===== src/rtl/press_merge_2to1.sv =====
// ---------------------------------------------------------------------------
// press_merge_2to1
//
// Merges two press-event level inputs (in0 = channel A, in1 = channel B) into
// a single event stream tagged with its source channel. Every 0->1 edge on an
// input is one event. Events are counted per channel so none are lost while
// the consumer is busy, arbitrated round-robin when both channels have
// pending events, and offered over a valid/ready handshake.
//
// Parameters
//   CNT_W      width of each per-channel pending counter (saturates at
//              2**CNT_W-1, never wraps, never goes below 0). Minimum 2.
//
// Ports
//   clk        in   system clock, rising edge
//   rst        in   synchronous reset, active-high
//   in0        in   channel A press level
//   in1        in   channel B press level
//   out_ready  in   consumer accepts the offered event
//   clr_ovf    in   single-cycle pulse clearing ovf0/ovf1
//   out_valid  out  event offered
//   out_src    out  source of offered event: 0=in0, 1=in1
//   ovf0       out  sticky: an in0 event was dropped (counter saturated)
//   ovf1       out  sticky: an in1 event was dropped
//
// Build option
//   MERGE_IN_SYNC_EN  when defined, in0/in1 pass through a 2-flop
//                     synchronizer before edge detection (adds 2 cycles of
//                     latency). When undefined, in0/in1 must already be
//                     synchronous to clk.
// ---------------------------------------------------------------------------
module press_merge_2to1 #(
    parameter int CNT_W = 4
) (
    input  logic clk,
    input  logic rst,
    input  logic in0,
    input  logic in1,
    input  logic out_ready,
    input  logic clr_ovf,
    output logic out_valid,
    output logic out_src,
    output logic ovf0,
    output logic ovf1
);

    typedef enum logic [0:0] {
        ST_IDLE  = 1'b0,
        ST_OFFER = 1'b1
    } state_t;

    localparam logic [CNT_W-1:0] CNT_MAX  = {CNT_W{1'b1}};
    localparam logic [CNT_W-1:0] CNT_ZERO = {CNT_W{1'b0}};
    localparam logic [CNT_W-1:0] CNT_ONE  = CNT_W'(1);

    // Counter update: returns {overflow_event, next_count}.
    // A simultaneous rise and decrement is a net hold and never overflows.
    function automatic logic [CNT_W:0] cnt_next(
        input logic [CNT_W-1:0] cnt,
        input logic             rise,
        input logic             dec
    );
        logic [CNT_W:0] res;
        case ({rise, dec})
            2'b10: begin
                if (cnt == CNT_MAX) begin
                    res = {1'b1, cnt};
                end else begin
                    res = {1'b0, cnt + CNT_ONE};
                end
            end
            2'b01: begin
                if (cnt != CNT_ZERO) begin
                    res = {1'b0, cnt - CNT_ONE};
                end else begin
                    res = {1'b0, cnt};
                end
            end
            default: res = {1'b0, cnt};
        endcase
        return res;
    endfunction

    logic             in0_s;
    logic             in1_s;
    logic             in0_q;
    logic             in1_q;
    logic             rise0_s;
    logic             rise1_s;
    logic [CNT_W-1:0] cnt0_q;
    logic [CNT_W-1:0] cnt1_q;
    logic [CNT_W-1:0] cnt0_d;
    logic [CNT_W-1:0] cnt1_d;
    logic             ovf0_q;
    logic             ovf1_q;
    logic             ovf0_d;
    logic             ovf1_d;
    logic [CNT_W:0]   upd0_s;
    logic [CNT_W:0]   upd1_s;
    logic             any_s;
    logic             sel_s;
    logic             dec0_s;
    logic             dec1_s;
    state_t           state_q;
    logic             out_valid_q;
    logic             out_src_q;
    logic             last_grant_q;

`ifdef MERGE_IN_SYNC_EN
    logic [1:0] sync0_q;
    logic [1:0] sync1_q;

    // Two-flop synchronizers for asynchronous press inputs.
    always_ff @(posedge clk) begin
        if (rst) begin
            sync0_q <= 2'b00;
            sync1_q <= 2'b00;
        end else begin
            sync0_q <= {sync0_q[0], in0};
            sync1_q <= {sync1_q[0], in1};
        end
    end

    assign in0_s = sync0_q[1];
    assign in1_s = sync1_q[1];
`else
    assign in0_s = in0;
    assign in1_s = in1;
`endif

    assign rise0_s = in0_s & ~in0_q;
    assign rise1_s = in1_s & ~in1_q;

    // Channel selection and decrement strobes for the IDLE->OFFER transition.
    // On a tie the channel that did not win last time is chosen.
    always_comb begin
        any_s  = 1'b0;
        sel_s  = 1'b0;
        dec0_s = 1'b0;
        dec1_s = 1'b0;
        if ((cnt0_q != CNT_ZERO) && (cnt1_q != CNT_ZERO)) begin
            any_s = 1'b1;
            sel_s = ~last_grant_q;
        end else if (cnt0_q != CNT_ZERO) begin
            any_s = 1'b1;
            sel_s = 1'b0;
        end else if (cnt1_q != CNT_ZERO) begin
            any_s = 1'b1;
            sel_s = 1'b1;
        end else begin
            any_s = 1'b0;
            sel_s = 1'b0;
        end
        if ((state_q == ST_IDLE) && any_s) begin
            dec0_s = ~sel_s;
            dec1_s = sel_s;
        end else begin
            dec0_s = 1'b0;
            dec1_s = 1'b0;
        end
    end

    // Next pending counts and sticky overflow flags; a new overflow beats clr_ovf.
    always_comb begin
        upd0_s = cnt_next(cnt0_q, rise0_s, dec0_s);
        upd1_s = cnt_next(cnt1_q, rise1_s, dec1_s);
        cnt0_d = upd0_s[CNT_W-1:0];
        cnt1_d = upd1_s[CNT_W-1:0];
        ovf0_d = (ovf0_q & ~clr_ovf) | upd0_s[CNT_W];
        ovf1_d = (ovf1_q & ~clr_ovf) | upd1_s[CNT_W];
    end

    // Edge-detect history, pending counters and overflow flags.
    always_ff @(posedge clk) begin
        if (rst) begin
            in0_q  <= 1'b0;
            in1_q  <= 1'b0;
            cnt0_q <= CNT_ZERO;
            cnt1_q <= CNT_ZERO;
            ovf0_q <= 1'b0;
            ovf1_q <= 1'b0;
        end else begin
            in0_q  <= in0_s;
            in1_q  <= in1_s;
            cnt0_q <= cnt0_d;
            cnt1_q <= cnt1_d;
            ovf0_q <= ovf0_d;
            ovf1_q <= ovf1_d;
        end
    end

    // Offer FSM with registered handshake outputs. last_grant resets to 1
    // so channel 0 wins the first tie.
    always_ff @(posedge clk) begin
        if (rst) begin
            state_q      <= ST_IDLE;
            out_valid_q  <= 1'b0;
            out_src_q    <= 1'b0;
            last_grant_q <= 1'b1;
        end else begin
            case (state_q)
                ST_IDLE: begin
                    if (any_s) begin
                        out_src_q   <= sel_s;
                        out_valid_q <= 1'b1;
                        state_q     <= ST_OFFER;
                    end else begin
                        out_valid_q <= 1'b0;
                        state_q     <= ST_IDLE;
                    end
                end
                ST_OFFER: begin
                    if (out_ready) begin
                        out_valid_q  <= 1'b0;
                        last_grant_q <= out_src_q;
                        state_q      <= ST_IDLE;
                    end else begin
                        out_valid_q <= 1'b1;
                        state_q     <= ST_OFFER;
                    end
                end
                default: begin
                    out_valid_q <= 1'b0;
                    state_q     <= ST_IDLE;
                end
            endcase
        end
    end

    assign out_valid = out_valid_q;
    assign out_src   = out_src_q;
    assign ovf0      = ovf0_q;
    assign ovf1      = ovf1_q;

endmodule


===== config.mk =====
export PLATFORM = sky130hd
export DESIGN_NAME = press_merge_2to1
export DESIGN_NICKNAME = d
export VERILOG_FILES = /design/src/rtl/press_merge_2to1.sv
export SDC_FILE = /design/constraint.sdc
export NUM_CORES = 1
export LEC_CHECK = 0
export BUFFER_PORTS_ARGS = -buffer_cell sky130_fd_sc_hd__buf_2
export CORE_ASPECT_RATIO = 0.7
export CORE_MARGIN = 5
export CORE_UTILIZATION = 50
export CTS_CLUSTER_SIZE = 14
export DETAILED_ROUTE_END_ITERATION = 6
export MAX_ROUTING_LAYER = met4
export PLACE_DENSITY = 0.69
export SYNTH_ARGS = -nofsm -noshare
export SYNTH_HDL_FRONTEND = slang
export SYNTH_SLANG_ARGS = --single-unit

===== constraint.sdc =====
create_clock -name clk -period 7 [get_ports clk]
set_input_delay 1.4 -clock clk [delete_from_list [all_inputs] [get_ports clk]]
set_output_delay 1.4 -clock clk [all_outputs]
set_load 0.03 [all_outputs]

* Yosys cells after proc, flatten, opt, wreduce, memory -nomap -nowiden
Index checks and enable logic that the tools add are counted.
Storage, ports and cells: input bits 6, logic and storage cells 61, bits in registers 15, output and inout bits 4
Cells by class: add/subtract/negate cells 4, mux-type cells 16, reductions and logical operators 10, equal/unequal tests 10, bitwise operators 12
Operator list (count):
- one-hot mux 5 bit (2 select lines) | 2
- two-way mux 5 bit | 2
- two-way mux 1 bit | 9
- adder 4 x 1 -> 4 bit, second input constant | 2
- == test 4 bit, second input constant | 2
- two-way mux 4 bit | 2
- != test 2 bit, second input constant | 4
- nonzero test 4 bit | 2
- subtractor 4 x 1 -> 4 bit, second input constant | 2
- NOT 1 bit | 6
- AND reduction 3 bit | 2
- bitwise AND 1 bit | 4
- == test 2 x 1 -> 1 bit, second input constant | 2
- == test 2 bit, second input constant | 2
- AND reduction 2 bit | 2
- nonzero test 2 bit | 2
- logical AND 1 bit | 2
- OR 1 bit | 2
- one-hot mux 1 bit (2 select lines) | 1

* Depth between registers and ports, before layout
depth after elaboration 9, gate-level depth with buffers 11, depth with buffers taken out 11

* Worst setup path after synthesis
OpenSTA, ideal clock, no wires.
path type input port to flip-flop, start point input in0, end point register cnt0_q[2], path buffers 0, path slack 4.347 ns, data arrival time 2.562 ns, required time 6.909 ns, cell stages on the path 6, setup time 0.091 ns, cells stage by stage nand2b_1 -> ha_1 -> a41oi_2 -> a21boi_1 -> a21oi_1 -> a311oi_1
Between the ends: longest elaborated chain between the ends 4, elaborated cells between the ends (all ways) 8, those cells by class 4 x eq/ne; 1 x mux; 1 x bitwise; 2 x reduce/logical
Ends and longest elaborated chain:
- start: declaration | line 37 | input logic in0,
- bitwise AND 1 bit (*) | line 131 | assign rise0_s = in0_s & ~in0_q;
- == test 2 x 1 -> 1 bit / == test 2 bit (equally long branches) | line 64 | case ({rise, dec})
- != test 2 bit (no line) / nonzero test 2 bit (equally long branches)
- AND reduction 3 bit (no line)
- end signal: assignment | line 185 | cnt0_q <= cnt0_d;
- end: declaration | line 90 | logic [CNT_W-1:0] cnt0_q;
Every way passes the cells marked *; elsewhere a longest branch is shown, timed or not. A chain may end at the register's enable or synchronous reset.

* Final worst setup path
start point register cnt1_q[0], end point register cnt0_q[2]
Between the ends: longest elaborated chain between the ends 9, elaborated cells between the ends (all ways) 17, those cells by class 4 x eq/ne; 7 x mux; 1 x bitwise; 5 x reduce/logical
Ends and longest elaborated chain:
- start: declaration | line 91 | logic [CNT_W-1:0] cnt1_q;
- start signal: assignment | line 186 | cnt1_q <= cnt1_d;
- nonzero test 4 bit (*) | line 141, 147
- two-way mux 1 bit | line 147 | end else if (cnt1_q != CNT_ZERO) begin
- two-way mux 1 bit | line 144 | end else if (cnt0_q != CNT_ZERO) begin
- two-way mux 1 bit | line 141 | if ((cnt0_q != CNT_ZERO) && (cnt1_q != CNT_ZERO)) begin
- logical AND 1 bit / NOT 1 bit (equally long branches) | line 154, 155
- two-way mux 1 bit (*) | line 154 | if ((state_q == ST_IDLE) && any_s) begin
- == test 2 x 1 -> 1 bit / == test 2 bit (equally long branches) | line 64
- != test 2 bit (no line) / nonzero test 2 bit (equally long branches)
- AND reduction 3 bit (no line)
Marks and branches as above.

==> results by group <==
Place
  – Placed cells: ~150
  – IO buf count: 9
  – Placer Congestion: between 0.8 and 0.9
  – Dpl hpwl: approximately 1600 um

Floorplanning
  – Initial Util: 0.542
  – Die height: around 48 um
  – Ports: 10
  – Die area: between 0.003 and 0.004 mm2
  – # rows: 13
  – Die Width: 64.3 um
  – Core Area: approximately 0.0019 mm2

Power and ir drop
  – Total power: ~0.35 mW
  – Seq pwr share: 0.348
  – PwrDens: 315 mW/mm2
  – Clock share of power: 0.147
  – Lkg Pwr: between 0.4 and 0.5 nW
  – Switching Power: between 0.15 and 0.2 mW
  – Switching Fraction: 0.439
  – Peak supply drop: between 0.0002 and 0.00025 V
  – Gate power share: 0.505
  – Int Pwr: 0.196 mW

Critical path
  – CP Buf/Inv Count: 2
  – CP Capture Type: flip-flop
  – Crit-path cells: inv_1 -> ha_1 -> nor3b_1 -> o21a_1 -> inv_1 -> ha_1 -> a41oi_2 -> a21boi_1 -> a21oi_1 -> a311oi_1
  – Required time worst endpoint: 7.21 ns
  – Critical-path top delay cell: nor3b_1
  – Setup crit start kind: flip-flop
  – Worst path arrival time: 3.11 ns
  – CP peak stage delay: approximately 0.63 ns
  – Kind of critical path: flip-flop to flip-flop
  – Crit path max fanout: 5
  – Crit-path leading delay family: compound AO/OA/AOI/OAI gates

Drt
  – Via count: between 800 and 900
  – Initial DRC Count: 38
  – Average wire per standard cell: around 14 um
  – Post-route DRC: 0
  – Vias/cell: 5.94
  – ANT nets after route: 0
  – DRT Pass-1 Iters: 5
  – Detailed Route WL: about 2100 um

Clocking
  – CTS Root Buffer Type: clkbuf_4
  – Post-cts sizing count: 0
  – Post-CTS setup buffer count: 0
  – CTS tree: built
  – H-tree Lvls: 1
  – Skew-Pair Late Insertion Delay: around 0.29 ns
  – Worst-path clk slew: about 0.1 ns
  – Max Buffers Root-to-Sink: 2
  – TritonCTS buffer count: 3
  – Post-CTS Hold Buffers: 0
  – # clock sinks: 15

GRT
  – Largest net degree at the start of global routing: 17
  – Vias in the first global route: 737
  – Antenna violations before repair: 0
  – First-pass GRT wire length: between 3000 and 4000 um
  – GRT Total Usage: 0.156
  – Gr ovfl total: 0

Synth
  – Area leader, netlist: dfxtp_1
  – Synth top area share: 0.291
  – Synth cell count leaders: 15 x dfxtp_1, 11 x ha_1, 11 x inv_1, 11 x nor2_1, 7 x a21oi_1
  – Register area share after synthesis: 0.291
  – Post-synth EDFFs: 0
  – Syn nets: about 140
  – Post-synth ARST share: 0
  – Synth unique cells: 40
  – Mapped cell area: roughly 0.0010 mm2
  – Yosys warning count: 0
  – FF+latch count, synth: 15
  – Synth Area in Compound Gates: 0.279
  – Adder-Cell Fraction of Synth Area: 0.133
  – Post-Syn Area per Cell: just under 9 um2
  – Synth Instances: between 100 and 150
  – Synth Area in Simple Gates: 0.184
  – Mux contribution to synthesized area: 0.0388
  – Ys flop type: dfxtp_1
  – Most common cell in the netlist: dfxtp_1
  – Largest cells by area after synthesis: dfxtp_1 29%, ha_1 13%, inv_1 4.0%
  – Largest family of logic cells by synthesized area: compound AO/OA/AOI/OAI gates
  – XOR/XNOR share of the synthesized area: 0.00850

Cells and area
  – Non-Filler Instances: roughly 150
  – Layout cells sized above 1: 0.118
  – Layout Nets: around 150
  – Footprint of the multi-input gates: between 600 and 700 um2
  – Fill cell count: around 190
  – Diode count: 0
  – Area occupied by registers: around 300 um2
  – Layout area overhead: 7.28%

STA
  – Worst-margin pin slew: ~0.74 ns
  – Unrepaired setup endpoints after global routing: no
  – Final setup viols: 0
  – Clock Skews: 0.00397 ns
  – Slew HR: 0.504
  – Final Cycle Share: 0.415
  – Final hold violations: 0
  – Final min period: between 2 and 3 ns
  – Max Transition Viols Final: 0
  – Setup TNS: 0 ns
  – Fmax: approximately 340 MHz

Outcome
  – Outcome: finished, final reports clean

Min path
  – Min-Delay Path Class: flip-flop to flip-flop

Run
  – Max Cap Viol: 0
[power by group through the flow]
stage / registers [mW] / clock network, mW / logic, mW
2_1_floorplan: 0.117 / 0 / 0.146
3_3_place_gp: 0.122 / 0 / 0.168
3_5_place_dp: 0.123 / 0 / 0.174
4_1_cts: 0.121 / 0.0523 / 0.174
5_1_grt: 0.124 / 0.0582 / 0.193
6_report: 0.121 / 0.0513 / 0.176
[cell families after synthesis]
| group | after synthesis |
|---|---|
| flip-flops | 15 |
| AO/OA/AOI/OAI | 37 |
| XOR/XNOR | 1 |
| AND/OR/NAND/NOR | 35 |
| adder cells (fa/ha/maj) | 11 |
| buffers and inverters | 15 |
| multiplexers | 4 |
[cells in the final DEF, fill, tap and decap left out, types with 2 or more instances in the layout]
master,n
a211oi_1,3
a21boi_0,2
a21o_1,2
a21oi_1,7
a221oi_1,3
a311oi_1,2
and3_1,2
buf_2,9
clkbuf_4,3
dfxtp_1,15
ha_1,11
inv_1,11
mux2i_1,4
nand2_1,3
nand2b_1,4
nand3_1,2
nor2_1,11
nor2b_1,6
nor3b_1,3
o21a_1,2
o21ai_0,4
[flip-flops by register name (all words and copies together) (netlist names)]
register,cells
cnt0_q,4
cnt1_q,4
in0_q,1
in1_q,1
last_grant_q,1
out_src,1
out_valid,1
ovf0,1
ovf1,1
[metrics by stage]
| stage | utilization | hold WS [ns] | area, um2 | worst slack (ns) |
|---|---|---|---|---|
| CTS | 0.581 | 0.503 | 1110 | 4.13 |
| finish | 0.581 | 0.495 | 1110 | 4.10 |
| global placement | 0.567 | 0.466 | 1080 | 4.17 |
| detailed placement | 0.567 | 0.479 | 1080 | 4.09 |
| global route | 0.581 | 0.551 | 1110 | 3.84 |
| floorplan | - | 0.525 | 1030 | 4.35 |
[final cells by class]
| type | instances | share of cell area |
|---|---|---|
| multi-input cells | 88 | 0.601 |
| well taps | 22 | 0.0249 |
| clock buffers | 3 | 0.0204 |
| repair buffers | 9 | 0.0407 |
| inverters | 11 | 0.0373 |
| clock inverters | 1 | 0.00452 |
| flip-flops and latches | 15 | 0.271 |
[worst reg2reg max path: stages (launching register included)]
cell and delay [ns]:
dfxtp_1 0.36, inv_1 0.12, ha_1 0.19, nor3b_1 0.63, o21a_1 0.24, inv_1 0.07
ha_1 0.23, a41oi_2 0.28, a21boi_1 0.35, a21oi_1 0.11, a311oi_1 0.24
[final timing paths]
| kind | from | depth (start not counted) | slack, ns | endpoint |
|---|---|---|---|---|
| max reg2reg | cnt1_q[0] | 10 | 4.10 | cnt0_q[2] |
| min reg2reg | ovf0 | 2 | 0.50 | ovf0 |
| min | ovf0 | 2 | 0.50 | ovf0 |
| max | cnt1_q[0] | 10 | 4.10 | cnt0_q[2] |
[layer usage]
metal / up-vias / wire length (um) / global-route usage
met1: 411 / 1150 / 0.236
met4: 0 / 0 / 0.0122
met2: 25 / 793 / 0.200
li1: 449 / - / -
met3: 0 / 144 / 0.0516
met5: - / 0 / -
No activity file was read; power rests on OpenSTA's default activity.
